[src/rtl/alu_pkg.sv]
// rtl/alu_pkg.sv - shared opcode and state definitions for the ALU issue stage
package alu_pkg;

    localparam int OP_W = 3;

    localparam logic [OP_W-1:0] OP_AND     = 3'b000;
    localparam logic [OP_W-1:0] OP_OR      = 3'b001;
    localparam logic [OP_W-1:0] OP_XOR     = 3'b010;
    localparam logic [OP_W-1:0] OP_XNOR    = 3'b011;
    localparam logic [OP_W-1:0] OP_ADD     = 3'b100;
    localparam logic [OP_W-1:0] OP_SUB     = 3'b101;
    localparam logic [OP_W-1:0] OP_NOT     = 3'b110;
    localparam logic [OP_W-1:0] OP_ILLEGAL = 3'b111;

    typedef enum logic [1:0] {
        ST_IDLE = 2'b00,
        ST_EXEC = 2'b01,
        ST_DONE = 2'b10
    } state_t;

    function automatic logic op_has_carry(input logic [OP_W-1:0] op);
        return (op == OP_ADD) || (op == OP_SUB);
    endfunction

endpackage

[src/rtl/alu_settle_counter.sv]
// rtl/alu_settle_counter.sv - loadable down-counter timing the operand settle window
module alu_settle_counter #(
    parameter int CW = 1
) (
    input  logic          clk,
    input  logic          rst_n,
    input  logic          load,
    input  logic [CW-1:0] load_val,
    input  logic          dec,
    output logic          zero
);

    logic [CW-1:0] count;

    always_ff @(posedge clk or negedge rst_n) begin
        if (!rst_n) begin
            count <= '0;
        end else if (load) begin
            count <= load_val;
        end else if (dec && (count != '0)) begin
            count <= count - CW'(1);
        end
    end

    assign zero = (count == '0);

endmodule

[src/rtl/alu_issue_stage.sv]
// rtl/alu_issue_stage.sv - issue/capture front end holding operands on the function-unit bus
module alu_issue_stage
    import alu_pkg::*;
#(
    parameter int WIDTH         = 4,
    parameter int SETTLE_CYCLES = 1,
    parameter int CNT_W         = 8
) (
    input  logic             clk,
    input  logic             rst_n,
    input  logic             in_valid,
    output logic             in_ready,
    input  logic [WIDTH-1:0] in_a,
    input  logic [WIDTH-1:0] in_b,
    input  logic [OP_W-1:0]  in_op,
    output logic [WIDTH-1:0] fu_a,
    output logic [WIDTH-1:0] fu_b,
    output logic [OP_W-1:0]  fu_op,
    input  logic [WIDTH-1:0] fu_result,
    input  logic             fu_carry,
    output logic             out_valid,
    input  logic             out_ready,
    output logic [WIDTH-1:0] out_result,
    output logic             out_zero,
    output logic             out_ones,
    output logic             out_carry,
    output logic             out_err,
    output logic [CNT_W-1:0] txn_count
);

    localparam int              SC_W    = $clog2(SETTLE_CYCLES + 1);
    localparam logic [SC_W-1:0] SC_LOAD = SC_W'(SETTLE_CYCLES - 1);

    state_t state, state_nxt;
    logic   in_fire, out_fire, cnt_zero, capture;

    // in_ready must never look at in_valid, so it is a pure state/out_ready decode
    assign out_valid = (state == ST_DONE);
    assign in_ready  = (state == ST_IDLE) || ((state == ST_DONE) && out_ready);
    assign in_fire   = in_valid && in_ready;
    assign out_fire  = out_valid && out_ready;
    assign capture   = (state == ST_EXEC) && cnt_zero;

    always_ff @(posedge clk or negedge rst_n) begin
        if (!rst_n) begin
            state <= ST_IDLE;
        end else begin
            state <= state_nxt;
        end
    end

    always_comb begin
        state_nxt = state;
        case (state)
            ST_IDLE: if (in_fire) state_nxt = ST_EXEC;
            ST_EXEC: if (cnt_zero) state_nxt = ST_DONE;
            ST_DONE: if (out_fire) state_nxt = in_valid ? ST_EXEC : ST_IDLE;
            default: state_nxt = ST_IDLE;
        endcase
    end

    alu_settle_counter #(
        .CW(SC_W)
    ) u_settle (
        .clk      (clk),
        .rst_n    (rst_n),
        .load     (in_fire),
        .load_val (SC_LOAD),
        .dec      (state == ST_EXEC),
        .zero     (cnt_zero)
    );

    always_ff @(posedge clk or negedge rst_n) begin
        if (!rst_n) begin
            fu_a  <= '0;
            fu_b  <= '0;
            fu_op <= '0;
        end else if (in_fire) begin
            fu_a  <= in_a;
            fu_b  <= in_b;
            fu_op <= in_op;
        end
    end

    // Illegal opcodes report err only; whatever the function units return is discarded
    always_ff @(posedge clk or negedge rst_n) begin
        if (!rst_n) begin
            out_result <= '0;
            out_zero   <= 1'b0;
            out_ones   <= 1'b0;
            out_carry  <= 1'b0;
            out_err    <= 1'b0;
        end else if (capture) begin
            if (fu_op == OP_ILLEGAL) begin
                out_result <= '0;
                out_zero   <= 1'b0;
                out_ones   <= 1'b0;
                out_carry  <= 1'b0;
                out_err    <= 1'b1;
            end else begin
                out_result <= fu_result;
                out_zero   <= (fu_result == '0);
                out_ones   <= &fu_result;
                out_carry  <= op_has_carry(fu_op) && fu_carry;
                out_err    <= 1'b0;
            end
        end
    end

    always_ff @(posedge clk or negedge rst_n) begin
        if (!rst_n) begin
            txn_count <= '0;
        end else if (out_fire) begin
            txn_count <= txn_count + CNT_W'(1);
        end
    end

endmodule

[config.mk]
export PLATFORM = sky130hd
export DESIGN_NAME = alu_issue_stage
export DESIGN_NICKNAME = d
export VERILOG_FILES = /design/src/rtl/alu_pkg.sv /design/src/rtl/alu_settle_counter.sv /design/src/rtl/alu_issue_stage.sv
export SDC_FILE = /design/constraint.sdc
export NUM_CORES = 1
export LEC_CHECK = 0
export CAP_MARGIN = 30
export CORE_UTILIZATION = 40
export DETAILED_ROUTE_END_ITERATION = 10
export GPL_TIMING_DRIVEN = 0
export PLACE_DENSITY = 0.74
export SLEW_MARGIN = 5
export SYNTH_ARGS = -nofsm -noshare
export SYNTH_HDL_FRONTEND = slang
export SYNTH_SLANG_ARGS = --single-unit
[constraint.sdc]
create_clock -name clk -period 4.2 [get_ports clk]
set_clock_uncertainty 0.15 [all_clocks]
set_input_delay 1.26 -clock clk [delete_from_list [all_inputs] [get_ports clk]]
set_output_delay 1.26 -clock clk [all_outputs]
set_load 0.1 [all_outputs]
==> results of run 1 <==
==> logic make-up (layout without fill, tap and decap cells) <==
kind of cell	Yosys count	after routing	share of synthesized area, %
xor+xnor	7	7	4.90
mux	12	12	10.8
flops	30	30	60.0
simple gates	17	17	8.50
fa+ha+maj	1	1	1.00
buf+inv	8	64	3.90
compound gates	14	14	10.9
==> state kept, by name, summed over array words and instances, names as in the netlist <==
name            flops
out_carry           1
fu_op               3
u_settle.count      1
out_err             1
out_ones            1
state               2
txn_count           8
out_result          4
fu_a                4
out_zero            1
fu_b                4
==> final timing paths <==
path	endpoint	cells after the start
setup / recovery	in_ready	4
hold / removal	txn_count[7]	1
setup reg to reg	fu_b[1]	3
hold reg to reg	txn_count[7]	1
max in group asynchronous	fu_b[3]	2
min in group asynchronous	out_zero	1
==> routing by layer <==
layer	track usage, %	vias to the layer above
met2	27.9	35
li1	-	434
met3	8.04	6
met5	0	-
met4	8.84	0
met1	19.0	450
==> per-stage QoR <==
| stage | instance area, µm² | util (%) | cells | setup TNS (ns) |
|---|---|---|---|---|
| 2_1_floorplan | 1250 | - | 89 | 0 |
| 3_3_place_gp | 1770 | 62.1 | 168 | -0.459 |
| 3_5_place_dp | 1800 | 63.0 | 169 | -0.457 |
| 4_1_cts | 1840 | 64.6 | 176 | 0 |
| 5_1_grt | 1840 | 64.6 | 176 | 0 |
| 6_report | 1840 | 64.6 | 176 | 0 |
==> layout by cell type, fill, tap and decap left out, types with 2 or more instances in the layout <==
cell type        count
inv_2                2
dfrtp_1             30
mux2_1              10
inv_1                3
nand3_1              4
clkbuf_4             5
a22o_1               5
nor4_1               2
nand2_1              4
clkbuf_1             2
buf_6                2
clkdlybuf4s50_1     47
a21oi_1              2
xnor2_1              6
o31ai_1              2
and3_1               2
mux2_2               2
==> area by class of cell <==
class | count | area share [%]
flip-flops and latches | 30 | 40.7
repair buffers | 49 | 27.6
multi-input cells | 51 | 24.5
clock buffers | 7 | 2.44
well taps | 31 | 2.10
plain buffers | 3 | 1.63
inverters | 5 | 1.02
==> synthesized netlist by cell type <==
| cell | instances |
|---|---|
| a211oi_1 | 1 |
| a211oi_4 | 1 |
| a21oi_1 | 2 |
| a22o_1 | 5 |
| a31o_2 | 1 |
| a31oi_4 | 1 |
| a32o_1 | 1 |
| and2b_2 | 1 |
| and3_1 | 2 |
| and4_1 | 1 |
| and4b_2 | 1 |
| buf_4 | 1 |
| buf_6 | 2 |
| dfrtp_1 | 30 |
| ha_1 | 1 |
| inv_1 | 3 |
| inv_2 | 2 |
| mux2_1 | 10 |
| mux2_2 | 2 |
| nand2_1 | 4 |
| nand3_1 | 4 |
| nand4_1 | 1 |
| nor4_1 | 2 |
| o31ai_1 | 2 |
| or3b_4 | 1 |
| xnor2_1 | 6 |
| xor2_1 | 1 |
==> what timing repair did <==
action / in CTS / in global routing
gates resized for setup: 3 / 0
buffers inserted: 0 / 0
setup endpoints to repair: 1 / 0
==> metrics.cfg, run 1 <==
[run_status]
status = complete, but fails checks
violations = design-rule violations

[floorplanning]
chipWidth_um = 57.9
num_rows = 19
fp.coreArea_um2 = 2850
fp.dieH_um = 57.9
dieArea_um2 = 3360
initial_core_util_pct = 43.9
io_pins = 49

[run]
maxCapViolations = 0

[timing]
hold_viol_final = 0
min_period_over_period_pct = 96.8
fin_ws_ns = 0.135
whs_ns = 0.326
finalCriticalPeriod_ns = 4.06
slew_viol_final = 0
timing.fmax_mhz = 246
setup_viol = 0
rsz0062_at_grt = false
slew_headroom_pct = 34.4
max_slew.worst_pin.slew_ns = 0.980

[clocking]
root_buffer = clkbuf_4
htree_levels = 2
cts_tree = built
hold_buffers = 0
clk_pin_slew_ns = 0.09
cts.sink_count = 30
insertion_delay_ns = 0.33
cts_made_buffers = 5
cts_buffer_depth = 2

[worst_setup_path]
critPathArrivalTime_ns = 2.65
timing.rr.start = state[1]
crit_path_end_kind = output port
reg2reg_slack_ns = 2.53
path_buf_inv = 3
path_delay_family = buffers and inverters
critPathLaunch = out_ready
path_class = input pin to output port
slowest_stage = clkdlybuf4s50_1
cpPeakStageDelay_ns = 0.57
cp_max_fo = 5
cp-start-kind = input pin
crit_path_cell_trace = clkdlybuf4s50_1 > inv_2 > a21oi_1 > clkdlybuf4s15_2
critPathRequiredTime_ns = 2.79

[detailed_routing]
wl_um = 2570
wl_met1_um = 1050
via_count = 925
routedWlPerCell_um = 14.6
wl_met3_um = 223
ant_nets = 0
drc_errors = 3
drt_iter0_drc = 29
drtPass1Iterations = 7
wl_met2_um = 1260
viasPerCell = 5.26
highest_layer = met4

[finish]
antennaDiodeCount = 0
seqCellArea_um2 = 751
flow.area_growth_from_synthesis_pct = 47.4
final.fill_count = 232
drive_gt1_share_pct = 13.8
fin_nets = 166
multi_input_area_um2 = 452

[global_route]
antenna_found_initial = 0
grt_usage_pct = 17.2
overflow = 0
grt_max_degree = 19
grt_pass1_wl_um = 4170
grt_pass1_vias = 928

[synth]
yosysWarnings = 0
synth_area_leaders = dfrtp_1 (60%), mux2_1 (9.0%), xnor2_1 (4.2%)
syn_avg_cell_area_um2 = 14.1
yosysUniqueCellTypes = 27
synth_top_cell_area_share_pct = 60.0
synth_top_cell_by_area = dfrtp_1
syn-num-nets = 110
synth_area_um2 = 1250
postSynthCellCount = 89
seq_area_frac_synth_pct = 60.0
synth-seq-cells = 30

[place]
port_buffers = 48
hpwlAfterDp_um = 1920
place_ws_ns = -0.457
gp_congestion = 0.770

[min_path]
hold_path_class = flop to flop
min_from = txn_count[7]

Power of run 1 is not shown: default switching activity piles up to over one toggle a cycle in this logic, so the estimate is an artifact.
==> run 2, diff against run 1 <==
--- a/config.mk
+++ b/config.mk
@@ -6,10 +6,10 @@
 export NUM_CORES = 1
 export LEC_CHECK = 0
 export CAP_MARGIN = 30
-export CORE_UTILIZATION = 40
+export CORE_UTILIZATION = 46
 export DETAILED_ROUTE_END_ITERATION = 10
 export GPL_TIMING_DRIVEN = 0
-export PLACE_DENSITY = 0.74
+export PLACE_DENSITY = 0.84
 export SLEW_MARGIN = 5
 export SYNTH_ARGS = -nofsm -noshare
 export SYNTH_HDL_FRONTEND = slang
==> constraint.sdc (replaced) <==
create_clock -name clk -period 4.2 [get_ports clk]
set_clock_uncertainty 0.15 [all_clocks]
set_input_delay 1.26 -clock clk [delete_from_list [all_inputs] [get_ports clk]]
set_output_delay 1.26 -clock clk [all_outputs]
set_load 0.01 [all_outputs]
==> metrics.cfg, run 2 (synthesis results as in run 1) <==
[worst_setup_path]
crit_path_frequent_cell = clkdlybuf4s50_1
path_class = input pin to output port
reg2reg_slack_ns = 2.50
cpPeakStageDelay_ns = 0.57
cp-start-kind = input pin
crit_path_end_kind = output port
crit_path_cell_trace = clkdlybuf4s50_1 > inv_2 > a21oi_1 > clkdlybuf4s50_1
critPathArrivalTime_ns = 2.67
cp_max_fo = 5
critPathRequiredTime_ns = 2.79
reg2reg_to = fu_op[2]
rr_worst_depth = 3
slowest_stage = clkdlybuf4s50_1
timing.rr.start = state[1]

[place]
place_ws_ns = 0.125
gp_congestion = 0.666
port_buffers = 48
hpwlAfterDp_um = 1900
placed_area_um2 = 1800

[timing]
min_period_over_period_pct = 97.0
setup_viol = 0
finalCriticalPeriod_ns = 4.08
hold_viol_final = 0
tns_ns = 0
fin_ws_ns = 0.124
rsz0062_at_grt = false
timing.fmax_mhz = 245
slew_headroom_pct = 57.5
max_slew.worst_pin.slew_ns = 0.635
slew_viol_final = 0

[floorplanning]
fp.coreArea_um2 = 2520
num_rows = 18
io_pins = 49
initial_core_util_pct = 49.6
fp.dieH_um = 54.2
chipWidth_um = 54.2
dieArea_um2 = 2930

[clocking]
cts.sink_count = 30
insertion_delay_ns = 0.32
hold_buffers = 0
cts_buffer_depth = 2
root_buffer = clkbuf_4
cts_tree = built
clk_pin_slew_ns = 0.08
htree_levels = 2
cts_made_buffers = 5
cts_resized = 0
post-cts-setup-buffer-count = 0

[global_route]
grt_pass1_wl_um = 4080
grt_pass1_vias = 946
grt_usage_pct = 20.2
grt_max_degree = 20
grt_util_met1_pct = 23.7
grt_use_met3_pct = 8.76
overflow = 0
top_usage_layer = met2
met2_usage_pct = 31.9
antenna_found_initial = 0

[finish]
antennaDiodeCount = 0
largest_reg_flops = 8
layout_common_cells = clkdlybuf4s50_1 (48), dfrtp_1 (30), mux2_1 (10)
fin_nets = 166
drive_gt1_share_pct = 14.4
final_cell_area_um2 = 1860
largest-register = txn_count
flow.area_growth_from_synthesis_pct = 48.4
final_common_cell = clkdlybuf4s50_1

[detailed_routing]
via_count = 922
viasPerCell = 5.24
drt_iter0_drc = 8
routedWlPerCell_um = 14.2
drc_errors = 0
ant_nets = 0
wl_um = 2500
drtPass1Iterations = 4

[power_and_ir_drop]
power.leakage_nw = 0.788
peakVddDrop_mv = 0.418
p_total_w = 0.000981
powerDensity_nw_per_um2 = 528

[min_path]
min_delay_path_depth = 1
min_from = txn_count[7]
hold_path_class = flop to flop
holdPathEnd = txn_count[7]

[run]
maxCapViolations = 0

[run_status]
status = finished, final reports clean

run 2: through the flow:
step	util, %	instances	hold WS, ns
global route	73.6	176	0.356
floorplan	-	89	0.347
detailed placement	71.2	168	0.326
global placement	70.1	167	0.310
finish	73.6	176	0.338
CTS	73.6	176	0.343
run 2: critical path, delay by kind of cell:
| family | cells | cell delay (ns) |
|---|---|---|
| buf+inv | 3 | 1.24 |
| compound gates | 1 | 0.17 |
run 2: layer usage:
layer  vias up  share of wire (%)
met2        36                 48
met3         3                7.4
met1       446                 44
li1        437                  -
met4         0               0.84
met5         -                  0
run 2: worst max path at each step:
stage,startpoint,end,slack [ns],cells after the start
2_1_floorplan,out_ready,in_ready,1.27,2
3_3_place_gp,out_ready,in_ready,0.16,4
3_5_place_dp,out_ready,in_ready,0.12,4
4_1_cts,out_ready,in_ready,0.11,4
5_1_grt,out_ready,in_ready,0.03,4
6_report,out_ready,in_ready,0.12,4
run 2: cell type report:
class                      count  area [µm²]
sequential                    30         751
fill                         185         666
inverter                       5        18.8
clock inverter                 1        5.00
clock buffer                   7        55.1
timing repair buffer          49         508
buffer                         3        30.0
tap                           30        37.5
multi-input combinational     51         452
run 2: power by group:
group	switching (W)	total [W]	internal [W]
Combinational	0.000138	0.000367	0.000229
Sequential	0.0000668	0.000436	0.000369
Clock	0.0000970	0.000178	0.0000811
Total	0.000302	0.000981	0.000679
No activity file was read; power rests on OpenSTA's default activity.
==> run 3, diff against run 2 <==
--- a/config.mk
+++ b/config.mk
@@ -9,6 +9,7 @@
 export CORE_UTILIZATION = 46
 export DETAILED_ROUTE_END_ITERATION = 10
 export GPL_TIMING_DRIVEN = 0
+export MAX_ROUTING_LAYER = met4
 export PLACE_DENSITY = 0.84
 export SLEW_MARGIN = 5
 export SYNTH_ARGS = -nofsm -noshare
==> metrics.cfg, run 3 (synthesis results as in run 1) <==
[run]
maxCapViolations = 0

[timing]
max_slew.worst_pin.slew_ns = 0.631
finalCriticalPeriod_ns = 4.09
slew_headroom_pct = 57.8
slew_viol_final = 0
hold_viol_final = 0
tns_ns = 0
min_period_over_period_pct = 97.4
fin_ws_ns = 0.109
setup_viol = 0
rsz0062_at_grt = false
timing.fmax_mhz = 244

[clocking]
htree_levels = 2
cts_tree = built
insertion_delay_ns = 0.32
cts_resized = 0
cts.sink_count = 30
post-cts-setup-buffer-count = 0
hold_buffers = 0
root_buffer = clkbuf_4
cts_made_buffers = 5
clk_pin_slew_ns = 0.08
cts_buffer_depth = 2

[place]
port_buffers = 48
placed_area_um2 = 1800
hpwlAfterDp_um = 1900
dpl.cell_count = 168
place_ws_ns = 0.125
gp_congestion = 0.672

[worst_setup_path]
timing.rr.start = state[1]
critPathLaunch = out_ready
cp_max_fo = 5
path_class = input pin to output port
crit_path_end_kind = output port
cp-start-kind = input pin
critPathArrivalTime_ns = 2.68
critPathRequiredTime_ns = 2.79

[detailed_routing]
ant_nets = 0
wl_um = 2500
drt_iter0_drc = 8
drc_errors = 0
drtPass1Iterations = 4
viasPerCell = 5.29
routedWlPerCell_um = 14.2
via_count = 931

[floorplanning]
fp.dieH_um = 54.2
initial_core_util_pct = 49.6
chipWidth_um = 54.2
num_rows = 18
dieArea_um2 = 2930
fp.coreArea_um2 = 2520
io_pins = 49

[finish]
drive_gt1_share_pct = 14.4
flow.area_growth_from_synthesis_pct = 48.4
stdcell_count = 176
antennaDiodeCount = 0
largest-register = txn_count
final_common_cell = clkdlybuf4s50_1
fin_nets = 166
final_cell_area_um2 = 1860
layout_common_cells = clkdlybuf4s50_1 (48), dfrtp_1 (30), mux2_1 (10)
largest_reg_flops = 8
final.fill_count = 185

[power_and_ir_drop]
peakVddDrop_mv = 0.419
power.leakage_nw = 0.788
powerDensity_nw_per_um2 = 528

[global_route]
grt_max_degree = 20
overflow = 0
grt_pass1_vias = 943
antenna_found_initial = 0
grt_usage_pct = 20.8
grt_pass1_wl_um = 4080

[run_status]
status = finished, final reports clean

[min_path]
hold_path_class = flop to flop
min_from = txn_count[7]

-- run 3: cell counts in the layout (fill, tap and decap cells not counted) --
Identical to the previous run, type by type.
-- run 3: metrics by stage --
stage / total power (W) / hold slack [ns] / util (%)
after global placement: 0.000798 / 0.310 / 70.1
after global routing: 0.00105 / 0.356 / 73.6
after CTS: 0.000992 / 0.343 / 73.6
after floorplan: 0.000592 / 0.347 / -
after detailed placement: 0.000811 / 0.326 / 71.2
final: 0.000981 / 0.338 / 73.6
-- run 3: power by group --
part / leakage (nW) / total [W] / internal, W / switching (W)
combinational: 0.380 / 0.000367 / 0.000229 / 0.000138
clock: 0.0353 / 0.000178 / 0.0000811 / 0.0000972
sequential: 0.373 / 0.000436 / 0.000369 / 0.0000667
total: 0.788 / 0.000981 / 0.000679 / 0.000302
-- run 3: critical path: stages --
cell and delay [ns]:
clkdlybuf4s50_1 0.58, inv_2 0.10, a21oi_1 0.17, clkdlybuf4s50_1 0.57
-- run 3: layout make-up --
| type | instances | area [µm²] | share of cell area (%) |
|---|---|---|---|
| inverter | 5 | 18.8 | 1.01 |
| tap | 30 | 37.5 | 2.02 |
| sequential | 30 | 751 | 40.4 |
| buffer | 3 | 30.0 | 1.62 |
| clock buffer | 7 | 55.1 | 2.96 |
| multi-input combinational | 51 | 452 | 24.3 |
| clock inverter | 1 | 5.00 | 0.270 |
| timing repair buffer | 49 | 508 | 27.4 |
-- run 3: worst paths after layout --
check,endpoint,slack [ns],cells after the start
worst max-delay path,in_ready,0.11,4
worst min-delay path,txn_count[7],0.34,1
worst max register to register,fu_op[2],2.51,3
worst min register to register,txn_count[7],0.34,1
max in group asynchronous,txn_count[2],2.21,2
min in group asynchronous,fu_b[2],1.17,1
-- run 3: per-layer routing --
metal	wire length, µm	vias to the layer above	global-route usage [%]
met5	0	-	-
met4	21	0	8.97
met3	141	3	7.34
met2	1210	34	31.9
met1	1130	457	24.6
li1	-	437	-
